--- src/rtl/sync_fifo_param.sv ---
// sync_fifo_param: parametrised single-clock FIFO with occupancy count,
// almost-full/almost-empty thresholds and sticky overflow/underflow flags.
// Optional macro SYNC_FIFO_FWFT_EN selects first-word-fall-through reads;
// when undefined, read data is registered with one cycle of latency.
module sync_fifo_param #(
  parameter int unsigned D_SIZE   = 8,
  parameter int unsigned A_SIZE   = 4,
  parameter int unsigned AF_LEVEL = 12,
  parameter int unsigned AE_LEVEL = 4
) (
  input  logic              i_clk,
  input  logic              i_rstn,
  input  logic              i_w_inc,
  input  logic [D_SIZE-1:0] i_w_data,
  input  logic              i_r_inc,
  input  logic              i_clr_err,
  output logic [D_SIZE-1:0] o_r_data,
  output logic              o_full,
  output logic              o_empty,
  output logic              o_almost_full,
  output logic              o_almost_empty,
  output logic [A_SIZE:0]   o_count,
  output logic              o_overflow,
  output logic              o_underflow
);

  localparam int unsigned DEPTH = 1 << A_SIZE;
  localparam int unsigned PW    = A_SIZE + 1;

  logic [D_SIZE-1:0] mem [DEPTH];
  logic [PW-1:0]     wr_ptr;
  logic [PW-1:0]     rd_ptr;
  logic [PW-1:0]     count_next;
  logic [A_SIZE-1:0] wr_addr;
  logic [A_SIZE-1:0] rd_addr;
  logic              wr_ok;
  logic              rd_ok;

  // Accept qualifiers use the registered flags, so rejected ops never move pointers
  assign wr_ok   = i_w_inc & ~o_full;
  assign rd_ok   = i_r_inc & ~o_empty;
  assign wr_addr = wr_ptr[A_SIZE-1:0];
  assign rd_addr = rd_ptr[A_SIZE-1:0];

  // Next occupancy; flags are derived from it so they line up with o_count
  always_comb begin
    count_next = o_count;
    unique case ({wr_ok, rd_ok})
      2'b10:   count_next = o_count + PW'(1);
      2'b01:   count_next = o_count - PW'(1);
      default: count_next = o_count;
    endcase
  end

  // Storage array; deliberately not reset
  always_ff @(posedge i_clk) begin
    if (wr_ok) begin
      mem[wr_addr] <= i_w_data;
    end
  end

  // Binary pointers with wrap bit; wrap is natural modulo arithmetic
  always_ff @(posedge i_clk or negedge i_rstn) begin
    if (!i_rstn) begin
      wr_ptr <= '0;
      rd_ptr <= '0;
    end else begin
      if (wr_ok) wr_ptr <= wr_ptr + PW'(1);
      if (rd_ok) rd_ptr <= rd_ptr + PW'(1);
    end
  end

  // Registered count and status flags
  always_ff @(posedge i_clk or negedge i_rstn) begin
    if (!i_rstn) begin
      o_count        <= '0;
      o_full         <= 1'b0;
      o_empty        <= 1'b1;
      o_almost_full  <= 1'b0;
      o_almost_empty <= 1'b1;
    end else begin
      o_count        <= count_next;
      o_full         <= (count_next == PW'(DEPTH));
      o_empty        <= (count_next == '0);
      o_almost_full  <= (count_next >= PW'(AF_LEVEL));
      o_almost_empty <= (count_next <= PW'(AE_LEVEL));
    end
  end

  // Sticky error flags; a new error wins over a same-cycle clear
  always_ff @(posedge i_clk or negedge i_rstn) begin
    if (!i_rstn) begin
      o_overflow  <= 1'b0;
      o_underflow <= 1'b0;
    end else begin
      if (i_w_inc & o_full)     o_overflow <= 1'b1;
      else if (i_clr_err)       o_overflow <= 1'b0;
      if (i_r_inc & o_empty)    o_underflow <= 1'b1;
      else if (i_clr_err)       o_underflow <= 1'b0;
    end
  end

`ifdef SYNC_FIFO_FWFT_EN
  // Head word is always presented; i_r_inc acknowledges and advances
  assign o_r_data = mem[rd_addr];
`else
  // Registered read: head word appears the cycle after an accepted read
  always_ff @(posedge i_clk or negedge i_rstn) begin
    if (!i_rstn) begin
      o_r_data <= '0;
    end else if (rd_ok) begin
      o_r_data <= mem[rd_addr];
    end
  end
`endif

endmodule

--- config.mk ---
export PLATFORM = sky130hd
export DESIGN_NAME = sync_fifo_param
export DESIGN_NICKNAME = d
export VERILOG_FILES = /design/src/rtl/sync_fifo_param.sv
export SDC_FILE = /design/constraint.sdc
export NUM_CORES = 1
export LEC_CHECK = 0
export ABC_AREA = 1
export CAP_MARGIN = 40
export CORE_UTILIZATION = 35
export CTS_BUF_LIST = sky130_fd_sc_hd__clkbuf_4
export CTS_CLUSTER_SIZE = 16
export DETAILED_ROUTE_END_ITERATION = 6
export SYNTH_ARGS = -nofsm -noshare
export SYNTH_HDL_FRONTEND = slang
export SYNTH_SLANG_ARGS = --single-unit
--- constraint.sdc ---
create_clock -name i_clk -period 5.58 [get_ports i_clk]
set_input_delay 1.116 -clock i_clk [delete_from_list [all_inputs] [get_ports i_clk]]
set_output_delay 1.116 -clock i_clk [all_outputs]
set_load 0.05 [all_outputs]
==> results of run 1 <==
state kept, by name, summed over array words and instances (netlist names):
register,flops
o_almost_full,1
o_full,1
rd_ptr,4
o_almost_empty,1
o_r_data,8
o_empty,1
mem,128
wr_ptr,4
o_underflow,1
o_count,5
o_overflow,1
metal layers:
layer / routed length, microns / vias to the layer above / global-route usage [%]
met5: 0 / - / 0
met4: 197 / 0 / 5.32
met3: 782 / 16 / 3.60
met2: 6760 / 109 / 25.5
met1: 6400 / 2020 / 21.2
li1: - / 2016 / -
logic make-up after synthesis:
logic type | count (synthesis) | share of synthesized area, %
AND/OR/NAND/NOR | 317 | 21.0
flip-flops | 155 | 69.4
buffers and inverters | 50 | 4.07
XOR/XNOR | 8 | 1.07
AO/OA/AOI/OAI | 33 | 2.76
multiplexers | 1 | 0.154
adder cells (fa/ha/maj) | 8 | 1.54
per-stage QoR:
stage | total power, mW | instances | util, %
after floorplan | 2.73 | 572 | -
after global placement | 3.14 | 811 | 38.6
after detailed placement | 3.21 | 816 | 39.0
after CTS | 3.85 | 846 | 40.4
after global routing | 4.07 | 846 | 40.4
final | 3.82 | 846 | 40.4
worst max-delay path: stages:
cell and delay [ns]:
clkdlybuf4s50_1 0.48, inv_1 0.05, nor2_2 0.27, inv_1 0.11, ha_1 0.30, nor2_1 0.21
nor2_4 0.07, ha_1 0.28, mux2i_1 0.14, inv_1 0.06, or2_1 0.23, nor2_2 0.10
nand2_2 0.08, nor2_2 0.08
synthesized netlist by cell type:
cell type / n
nand2_1: 177
edfxtp_1: 128
nand3_1: 89
nor2_1: 33
dfrtp_1: 25
inv_1: 19
a21oi_1: 16
o21ai_0: 9
buf_2: 8
ha_1: 8
buf_4: 6
buf_6: 6
xor2_1: 6
clkbuf_1: 5
inv_2: 5
nand2_2: 4
nor2_2: 4
nand3_2: 3
o21ai_1: 3
a21boi_0: 2
dfstp_2: 2
o22ai_1: 2
xnor2_1: 2
and2_1: 1
clkinv_1: 1
mux2i_1: 1
nand2_4: 1
nand4_1: 1
nor2_4: 1
nor3_2: 1
o22ai_2: 1
or2_1: 1
or2_2: 1
cell usage in the layout, fill, tap and decap left out, drive strengths merged, types with 9 or more instances in the layout:
master / count
a21oi: 16
buf: 9
clkbuf: 18
clkdlybuf4s50: 31
dfrtp: 25
edfxtp: 128
inv: 26
nand2: 182
nand3: 92
nor2: 38
o21ai: 12
power by group:
part / total, mW / switching (mW) / internal (mW) / leakage, nW
clock network: 0.649 / 0.384 / 0.265 / 0.143
registers: 1.57 / 0.125 / 1.45 / 1.47
logic: 1.60 / 1.11 / 0.494 / 1.14
cell type report:
| cell class | instances | share of cell area [%] |
|---|---|---|
| Clock buffer | 18 | 1.85 |
| Clock inverter | 12 | 1.71 |
| Timing Repair Buffer | 40 | 5.62 |
| Multi-Input combinational cell | 367 | 23.7 |
| Inverter | 25 | 1.28 |
| Sequential cell | 155 | 61.9 |
| Tap cell | 229 | 3.92 |
worst paths after layout:
kind	startpoint	to	slack (ns)	cells past startpoint
min in group asynchronous	i_rstn	o_underflow	0.95	2
hold / removal	o_overflow	o_overflow	0.55	2
setup reg to reg	rd_ptr[2]	o_r_data[2]	3.04	5
max in group asynchronous	i_rstn	o_almost_empty	4.32	2
hold reg to reg	o_overflow	o_overflow	0.55	2
setup / recovery	i_w_inc	o_empty	2.49	14
==> reports/summary.txt, run 1 <==
top-area cell type share of the netlist area - 59.0%
Die W - 138 microns
die height - 138 microns
net count after synthesis - 593
Detailed Route Iter0 Violations - 326
Nets - 627
Worst Skew - 0.0120 ns
die area - 19200 sq um
post-CTS setup buffers - 0
core box area - 18100 sq um
Worst Hold Class - flip-flop to flip-flop
Worst-Skew Late Latency - 0.54 ns
flops & latches, synth - 155
Post-CTS Resized - 0
Via Count - 4161
area delta synth->final - 12.1%
first-pass GRT wire length - 23.0 mm
CP Max Fanout - 9
Max Cap Violations - 0
Total Negative Setup Slacks - 0 ns
CTS H-tree depth - 4
failing checks - DRC
register area share after synthesis - 69.4%
Yosys warnings - 0
Final Hold Fails - 0
status - complete, but fails checks
Critical Path Start Type - input pin
worst slack, placed - 1.93 ns
top post-synthesis cells by area - edfxtp_1, nand2_1, dfrtp_1, nand3_1, nor2_1
crit path kind - input pin to flip-flop
GRT Total Usage - 15.8%
WP data arrival - 3.57 ns
DRT antenna net count - 0
DR pass1 iterations - 7
starting density of the core - 36.0%
RSZ-0062 raised after global routing - false
Via-to-Cell Ratio - 4.92
# IOs - 32
DR WL/cell - 16.7 microns
gr ovfl total - 0
Slew HR - 38.4%
maximum root-to-sink buffer count - 2
largest net degree at the start of global routing - 67
Num Clock Sinks - 155
Crit path required time - 6.05 ns
Num CTS Buffers - 17
FMAX - 323 MHz
Max Slew Vio Count - 0
fraction of layout cells with a size suffix above 1 - 9.89%
minimum clock period - 3.09 ns
GPL Wtd Cong - 0.806
I/O Buffers - 31
CTS root buf - clkbuf_4
diode count - 0
Worst Setup Slack, final - 2.49 ns
Area after DPL - 7050 sq um
Post-CTS Hold Buffers - 0
Post-route DRC - 8
HPWL Detailed - 9.21 mm
Filler cells - 1720
hold slack - 0.546 ns
routed wire length - 14.1 mm
Crit. End Element - flip-flop
Peak VDD IR - 0.286 mV
vias in the first global route - 4175
initial antenna violation count - 0
Setup Viol. Count Final - 0
Sequential Area - 4520 sq um
Final Cycle Share - 55.4%
fin area - 7310 sq um
Pwr Density - 523 nW/um^2
post-synth top area cell - edfxtp_1
actual slew at the worst max-slew pin - 0.921 ns
syn_area_per_cell - 11.4 sq um
TritonCTS clock tree - yes
multi-input logic area - 1730 sq um
Clock transition at path regs - 0.12 ns
synthesized area - 6520 sq um
leakage power - 2.75 nW
Cell variety after synth - 33
cell count after synthesis - 572
Rows - 49
(Power assumes the default switching activity.)
==> run 2: changes to the inputs <==
==> constraint.sdc (replaced) <==
create_clock -name i_clk -period 2.6 [get_ports i_clk]
set_input_delay 0.52 -clock i_clk [delete_from_list [all_inputs] [get_ports i_clk]]
set_output_delay 0.52 -clock i_clk [all_outputs]
set_load 0.05 [all_outputs]
==> run 2 against run 1 <==
Compared with the run above:
- the flow still finishes with violations (DRC)
- critical path depth shrank 13
- global-route usage grew 0.52 points
- register-to-register slack lost 2.5 ns
- largest cell class unchanged
- routed wire length grew 5.0%
- clock power grew 110%
- worst hold slack lost 0.26 ns
- core utilization grew 0.77 points
- sequential share of layout area shrank 1.2 points
- critical endpoint is now o_empty
- combinational power grew 120%
==> reports/summary.txt, run 2 (same netlist as run 1, synthesis figures left out) <==
status - complete, but fails checks
failing checks - DRC
most frequent cells in the layout - nand2_1, edfxtp_1, nand3_1
Num Clock Sinks - 155 (unchanged)
Max Slew Vio Count - 0 (unchanged)
die height - 138 microns (unchanged)
Final Hold Fails - 0 (unchanged)
diode count - 0 (unchanged)
vias in the first global route - 4226 (+1.2%)
CTS root buf - clkbuf_4
I/O Buffers - 31 (unchanged)
Filler cells - 1711 (-0.52%)
Post-CTS Resized - 0 (unchanged)
critical-path cell list - clkdlybuf4s50_1
crit path kind - flip-flop to primary output
Slew HR - 51.5% (+13 points)
area delta synth->final - 14.2%
Die W - 138 microns (unchanged)
commonest non-fill, non-tap cell in the layout - nand2_1
Worst path max stage delay - 0.80 ns (+0.32 ns)
first-pass GRT wire length - 23.3 mm (+1.6%)
DR pass1 iterations - 7 (unchanged)
CP Launch Point - o_empty
Setup Viol. Count Final - 0 (unchanged)
Top delay family on crit path - buffers and inverters
largest net degree at the start of global routing - 67 (unchanged)
Worst Skew - 0.0180 ns (+0.00594 ns)
fin cells - 867 (+2.5%)
reg-to-reg slack, setup - 0.51 ns (-2.53 ns)
maximum root-to-sink buffer count - 2 (unchanged)
Critical Path Start Type - flip-flop
Worst Hold Class - input pin to async pin
Worst R2R End - o_empty
DRT antenna net count - 0 (unchanged)
Post-route DRC - 8 (unchanged)
Max Cap Violations - 0 (unchanged)
Total Negative Setup Slacks - 0 ns (unchanged)
worst reg2reg path depth - 12 (+7)
Crit path required time - 2.08 ns (-3.97 ns)
Worst-Skew Late Latency - 0.59 ns (+0.05 ns)
# IOs - 32 (unchanged)
multi-input logic area - 1730 sq um (unchanged)
Nets - 646 (+3.0%)
max reg flops - 128 (unchanged)
CP Max Fanout - 3 (-6)
FMAX - 407 MHz
CTS H-tree depth - 4 (unchanged)
Rows - 49 (unchanged)
Detailed Route Iter0 Violations - 360 (+10%)
CP bufs+invs - 1 (-3)
Crit. End Element - primary output
HPWL Detailed - 9.36 mm (+1.6%)
top flop regs - mem x128, o_r_data x8, o_count x5
minimum clock period - 2.46 ns
actual slew at the worst max-slew pin - 0.725 ns (-0.196 ns)
fraction of layout cells with a size suffix above 1 - 13.2% (+3.3 points)
Clock transition at path regs - 0.12 ns (about the same)
Via-to-Cell Ratio - 4.99 (+1.4%)
Via Count - 4323 (+3.9%)
Largest Register - mem
total power draw - 8.27 mW (+120%)
post-CTS setup buffers - 0 (unchanged)
die area - 19200 sq um (unchanged)
WP data arrival - 1.94 ns (-1.63 ns)
RSZ-0062 raised after global routing - false
GPL Wtd Cong - 0.795 (-1.3%)
Post-CTS Hold Buffers - 0 (unchanged)
Peak VDD IR - 0.669 mV (+130%)
leakage power - 2.85 nW (+3.5%)
starting density of the core - 36.0% (unchanged)
Final Cycle Share - 94.5%
TritonCTS clock tree - yes
Placed Instances - 835 (+2.3%)
initial antenna violation count - 0 (unchanged)
DR WL/cell - 17.1 microns (+2.5%)
routed wire length - 14.8 mm (+5.0%)
Worst R2R Start - o_full
Num CTS Buffers - 17 (unchanged)
critical path's slowest cell - clkdlybuf4s50_1
GRT Total Usage - 16.4% (+0.52 points)
gr ovfl total - 0 (unchanged)
core box area - 18100 sq um (unchanged)
Sequential Area - 4520 sq um (unchanged)
Pwr Density - 1110 nW/um^2 (+110%)
run 2: cell types whose count changed in the layout (fill, tap and decap cells not counted), sizes merged:
| cell | before | now |
|---|---|---|
| buf | 9 | 28 |
| clkbuf | 18 | 22 |
| inv | 26 | 24 |
| bufinv | 2 | 1 |
| clkinvlp | 1 | 2 |
run 2: how the worst max path moves through the flow:
stage | slack (ns) | endpoint | depth (start not counted)
floorplan | 0.13 | o_almost_empty | 11
detailed placement | -0.13 | o_empty | 14
global placement | -0.07 | o_almost_empty | 13
CTS | 0.11 | o_empty | 1
finish | 0.14 | o_empty | 1
global route | 0.08 | o_empty | 1
run 2: cell type report:
class / instances / area share [%]
Multi-Input combinational cell: 367 / 23.3
Inverter: 25 / 1.26
Tap cell: 229 / 3.85
Clock buffer: 22 / 2.22
Clock inverter: 10 / 1.33
Sequential cell: 155 / 60.8
Timing Repair Buffer: 59 / 7.33
run 2: metal layers:
metal	vias to the layer above	GRT usage [%]	share of wire [%]
met5	-	0	0
met4	0	6.27	2.5
met3	29	4.40	4.5
met2	98	26.7	49
met1	2135	20.8	44
li1	2061	-	-
run 2: power by group:
group | switching (mW) | internal, mW
logic | 2.45 | 1.12
clock network | 0.842 | 0.530
registers | 0.220 | 3.10
total | 3.52 | 4.75
run 2: stage by stage:
| stage | setup WS [ns] | hold WS, ns | utilization, % | area (sq um) |
|---|---|---|---|---|
| floorplan | 0.126 | 0.224 | - | 6520 |
| global placement | -0.0742 | 0.514 | 39.7 | 7180 |
| detailed placement | -0.131 | 0.524 | 39.7 | 7180 |
| CTS | 0.107 | 0.272 | 41.2 | 7440 |
| global route | 0.0815 | 0.280 | 41.2 | 7440 |
| finish | 0.143 | 0.285 | 41.2 | 7440 |
==> run 3: changes to the inputs <==
--- a/config.mk
+++ b/config.mk
@@ -11,6 +11,7 @@
 export CTS_BUF_LIST = sky130_fd_sc_hd__clkbuf_4
 export CTS_CLUSTER_SIZE = 16
 export DETAILED_ROUTE_END_ITERATION = 6
+export HOLD_SLACK_MARGIN = 0.05
 export SYNTH_ARGS = -nofsm -noshare
 export SYNTH_HDL_FRONTEND = slang
 export SYNTH_SLANG_ARGS = --single-unit
==> constraint.sdc (replaced) <==
create_clock -name i_clk -period 3.19 [get_ports i_clk]
set_input_delay 0.638 -clock i_clk [delete_from_list [all_inputs] [get_ports i_clk]]
set_output_delay 0.638 -clock i_clk [all_outputs]
set_load 0.05 [all_outputs]
==> run 3 against run 2 <==
Compared with the run above:
- the flow still finishes with violations (DRC)
- sequential share of layout area fell by 0.39 points
- worst hold slack improved by 0.16 ns
- die area did not move
- sequential cell count did not move
- worst setup slack improved by 0.49 ns
- global-route usage barely moved
- register-to-register slack improved by 0.48 ns
- largest power group unchanged
- total power fell by 15%
- critical endpoint unchanged
- count of clock-buffer cells in the layout fell by 4
- sequential power fell by 18%
==> reports/summary.txt, run 3 (same netlist as run 1, synthesis figures left out) <==
status - complete, but fails checks
failing checks - DRC
Worst Hold Class - input pin to async pin
top flop regs - mem x128, o_r_data x8, o_count x5
CTS root buf - clkbuf_4
# IOs - 32 (unchanged)
CP bufs+invs - 1 (unchanged)
GRT busiest layer - met2
Rows - 49 (unchanged)
post-CTS setup buffers - 0 (unchanged)
die height - 138 microns (unchanged)
Nets - 643 (-0.46%)
commonest non-fill, non-tap cell in the layout - nand2_1
GR met2 Demand/Resource - 26.3% (-0.43 points)
Filler cells - 1694 (-0.99%)
fin area - 7490 sq um (+0.64%)
Via-to-Cell Ratio - 4.90 (-1.8%)
Max Cap Violations - 0 (unchanged)
Area after DPL - 7150 sq um (-0.49%)
Pwr Density - 935 nW/um^2 (-16%)
RSZ-0062 raised after global routing - false
Worst R2R Start - o_full
initial antenna violation count - 0 (unchanged)
vias in the first global route - 4260 (+0.80%)
worst slack, placed - 0.264 ns (+0.394 ns)
Num Clock Sinks - 155 (unchanged)
most frequent cells in the layout - nand2_1, edfxtp_1, nand3_1
critical path's slowest cell - clkdlybuf4s50_1
Clock transition at path regs - 0.14 ns (+0.02 ns)
crit path kind - flip-flop to primary output
minimum clock period - 2.55 ns
TritonCTS clock tree - yes
Slew HR - 49.3% (-2.2 points)
GPL Wtd Cong - 0.856 (+7.7%)
met3 global-route usage - 4.40% (unchanged)
Worst Setup Slack, final - 0.637 ns (+0.494 ns)
Total Negative Setup Slacks - 0 ns (unchanged)
Final Cycle Share - 80.0%
Placed Instances - 832 (-0.36%)
Worst-Skew Late Latency - 0.56 ns (-0.03 ns)
Crit path required time - 2.55 ns (+0.47 ns)
Critical Path Start Type - flip-flop
reg-to-reg slack, setup - 0.99 ns (+0.48 ns)
Num CTS Buffers - 17 (unchanged)
largest net degree at the start of global routing - 67 (unchanged)
Largest Register - mem
routed wire length - 14.6 mm (-1.4%)
Post-CTS Hold Buffers - 0 (unchanged)
fraction of layout cells with a size suffix above 1 - 12.5% (-0.71 points)
GRT Total Usage - 16.4% (about the same)
Worst path max stage delay - 0.80 ns (about the same)
maximum root-to-sink buffer count - 2 (unchanged)
area delta synth->final - 14.9%
CTS H-tree depth - 4 (unchanged)
Setup Viol. Count Final - 0 (unchanged)
CP Max Fanout - 3 (unchanged)
Via Count - 4226 (-2.2%)
Detailed Route Iter0 Violations - 332 (-7.8%)
starting density of the core - 36.0% (unchanged)
core box area - 18100 sq um (unchanged)
worst reg2reg path depth - 11 (-1)
max reg flops - 128 (unchanged)
Peak VDD IR - 0.534 mV (-20%)
Post-route DRC - 8 (unchanged)
actual slew at the worst max-slew pin - 0.758 ns (+0.0333 ns)
critical-path cell list - clkdlybuf4s50_1
fin cells - 863 (-0.46%)
Post-CTS Resized - 0 (unchanged)
DR pass1 iterations - 6 (-1)
gr ovfl total - 0 (unchanged)
DRT antenna net count - 0 (unchanged)
Max Slew Vio Count - 0 (unchanged)
Crit. End Element - primary output
Worst R2R End - o_almost_empty
met1 usage in global routing - 21.5% (+0.75 points)
utilization after layout - 41.4% (+0.26 points)
HPWL Detailed - 9.01 mm (-3.7%)
leakage power - 2.86 nW (+0.55%)
die area - 19200 sq um (unchanged)
I/O Buffers - 31 (unchanged)
FMAX - 392 MHz
Final Hold Fails - 0 (unchanged)
Top delay family on crit path - buffers and inverters
Worst Skew - 0.0233 ns (+0.00539 ns)
diode count - 0 (unchanged)
Die W - 138 microns (unchanged)
first-pass GRT wire length - 23.3 mm (-0.18%)
WP data arrival - 1.91 ns (-0.03 ns)
DR WL/cell - 17.0 microns (-0.97%)
## run 3: cell types whose count changed in the layout (fill, tap and decap cells not counted)
cell,change
clkinv_1,+1
clkinv_2,-1
inv_6,+3
inv_8,+1
clkbuf_4,-4
buf_12,-1
clkinv_4,-5
bufinv_16,+4
buf_4,-2
## run 3: worst max-delay path by stage
stage	startpoint	endpoint	cells past startpoint
after floorplan	i_r_inc	o_almost_empty	13
after global placement	i_w_inc	o_almost_empty	13
after detailed placement	i_w_inc	o_almost_empty	13
after CTS	o_empty	o_empty	1
after global routing	o_empty	o_empty	1
final	o_empty	o_empty	1
## run 3: layout make-up
class                           instances  area [sq um]  area share, %
Clock inverter                         13           211           2.82
Sequential cell                       155          4520           60.4
Clock buffer                           18           135           1.80
Tap cell                              229           287           3.82
Inverter                               25          93.8           1.25
Multi-Input combinational cell        367          1730           23.1
Timing Repair Buffer                   56           510           6.81
## run 3: report_power, final
group | switching, mW | total [mW] | internal (mW)
Sequential | 0.180 | 2.71 | 2.53
Combinational | 1.99 | 2.87 | 0.886
Clock | 0.709 | 1.42 | 0.713
Total | 2.88 | 7.00 | 4.13
## run 3: routing by layer
metal  vias up  wire (microns)
met5         -               0
met3        15             685
met4         0             236
met2        96            7000
met1      2060            6710
li1       2055               -
## run 3: per-stage QoR
stage / hold slack, ns / power (mW)
2_1_floorplan: 0.342 / 4.77
3_3_place_gp: 0.493 / 5.57
3_5_place_dp: 0.512 / 5.63
4_1_cts: 0.426 / 7.04
5_1_grt: 0.436 / 7.43
6_report: 0.445 / 7.00
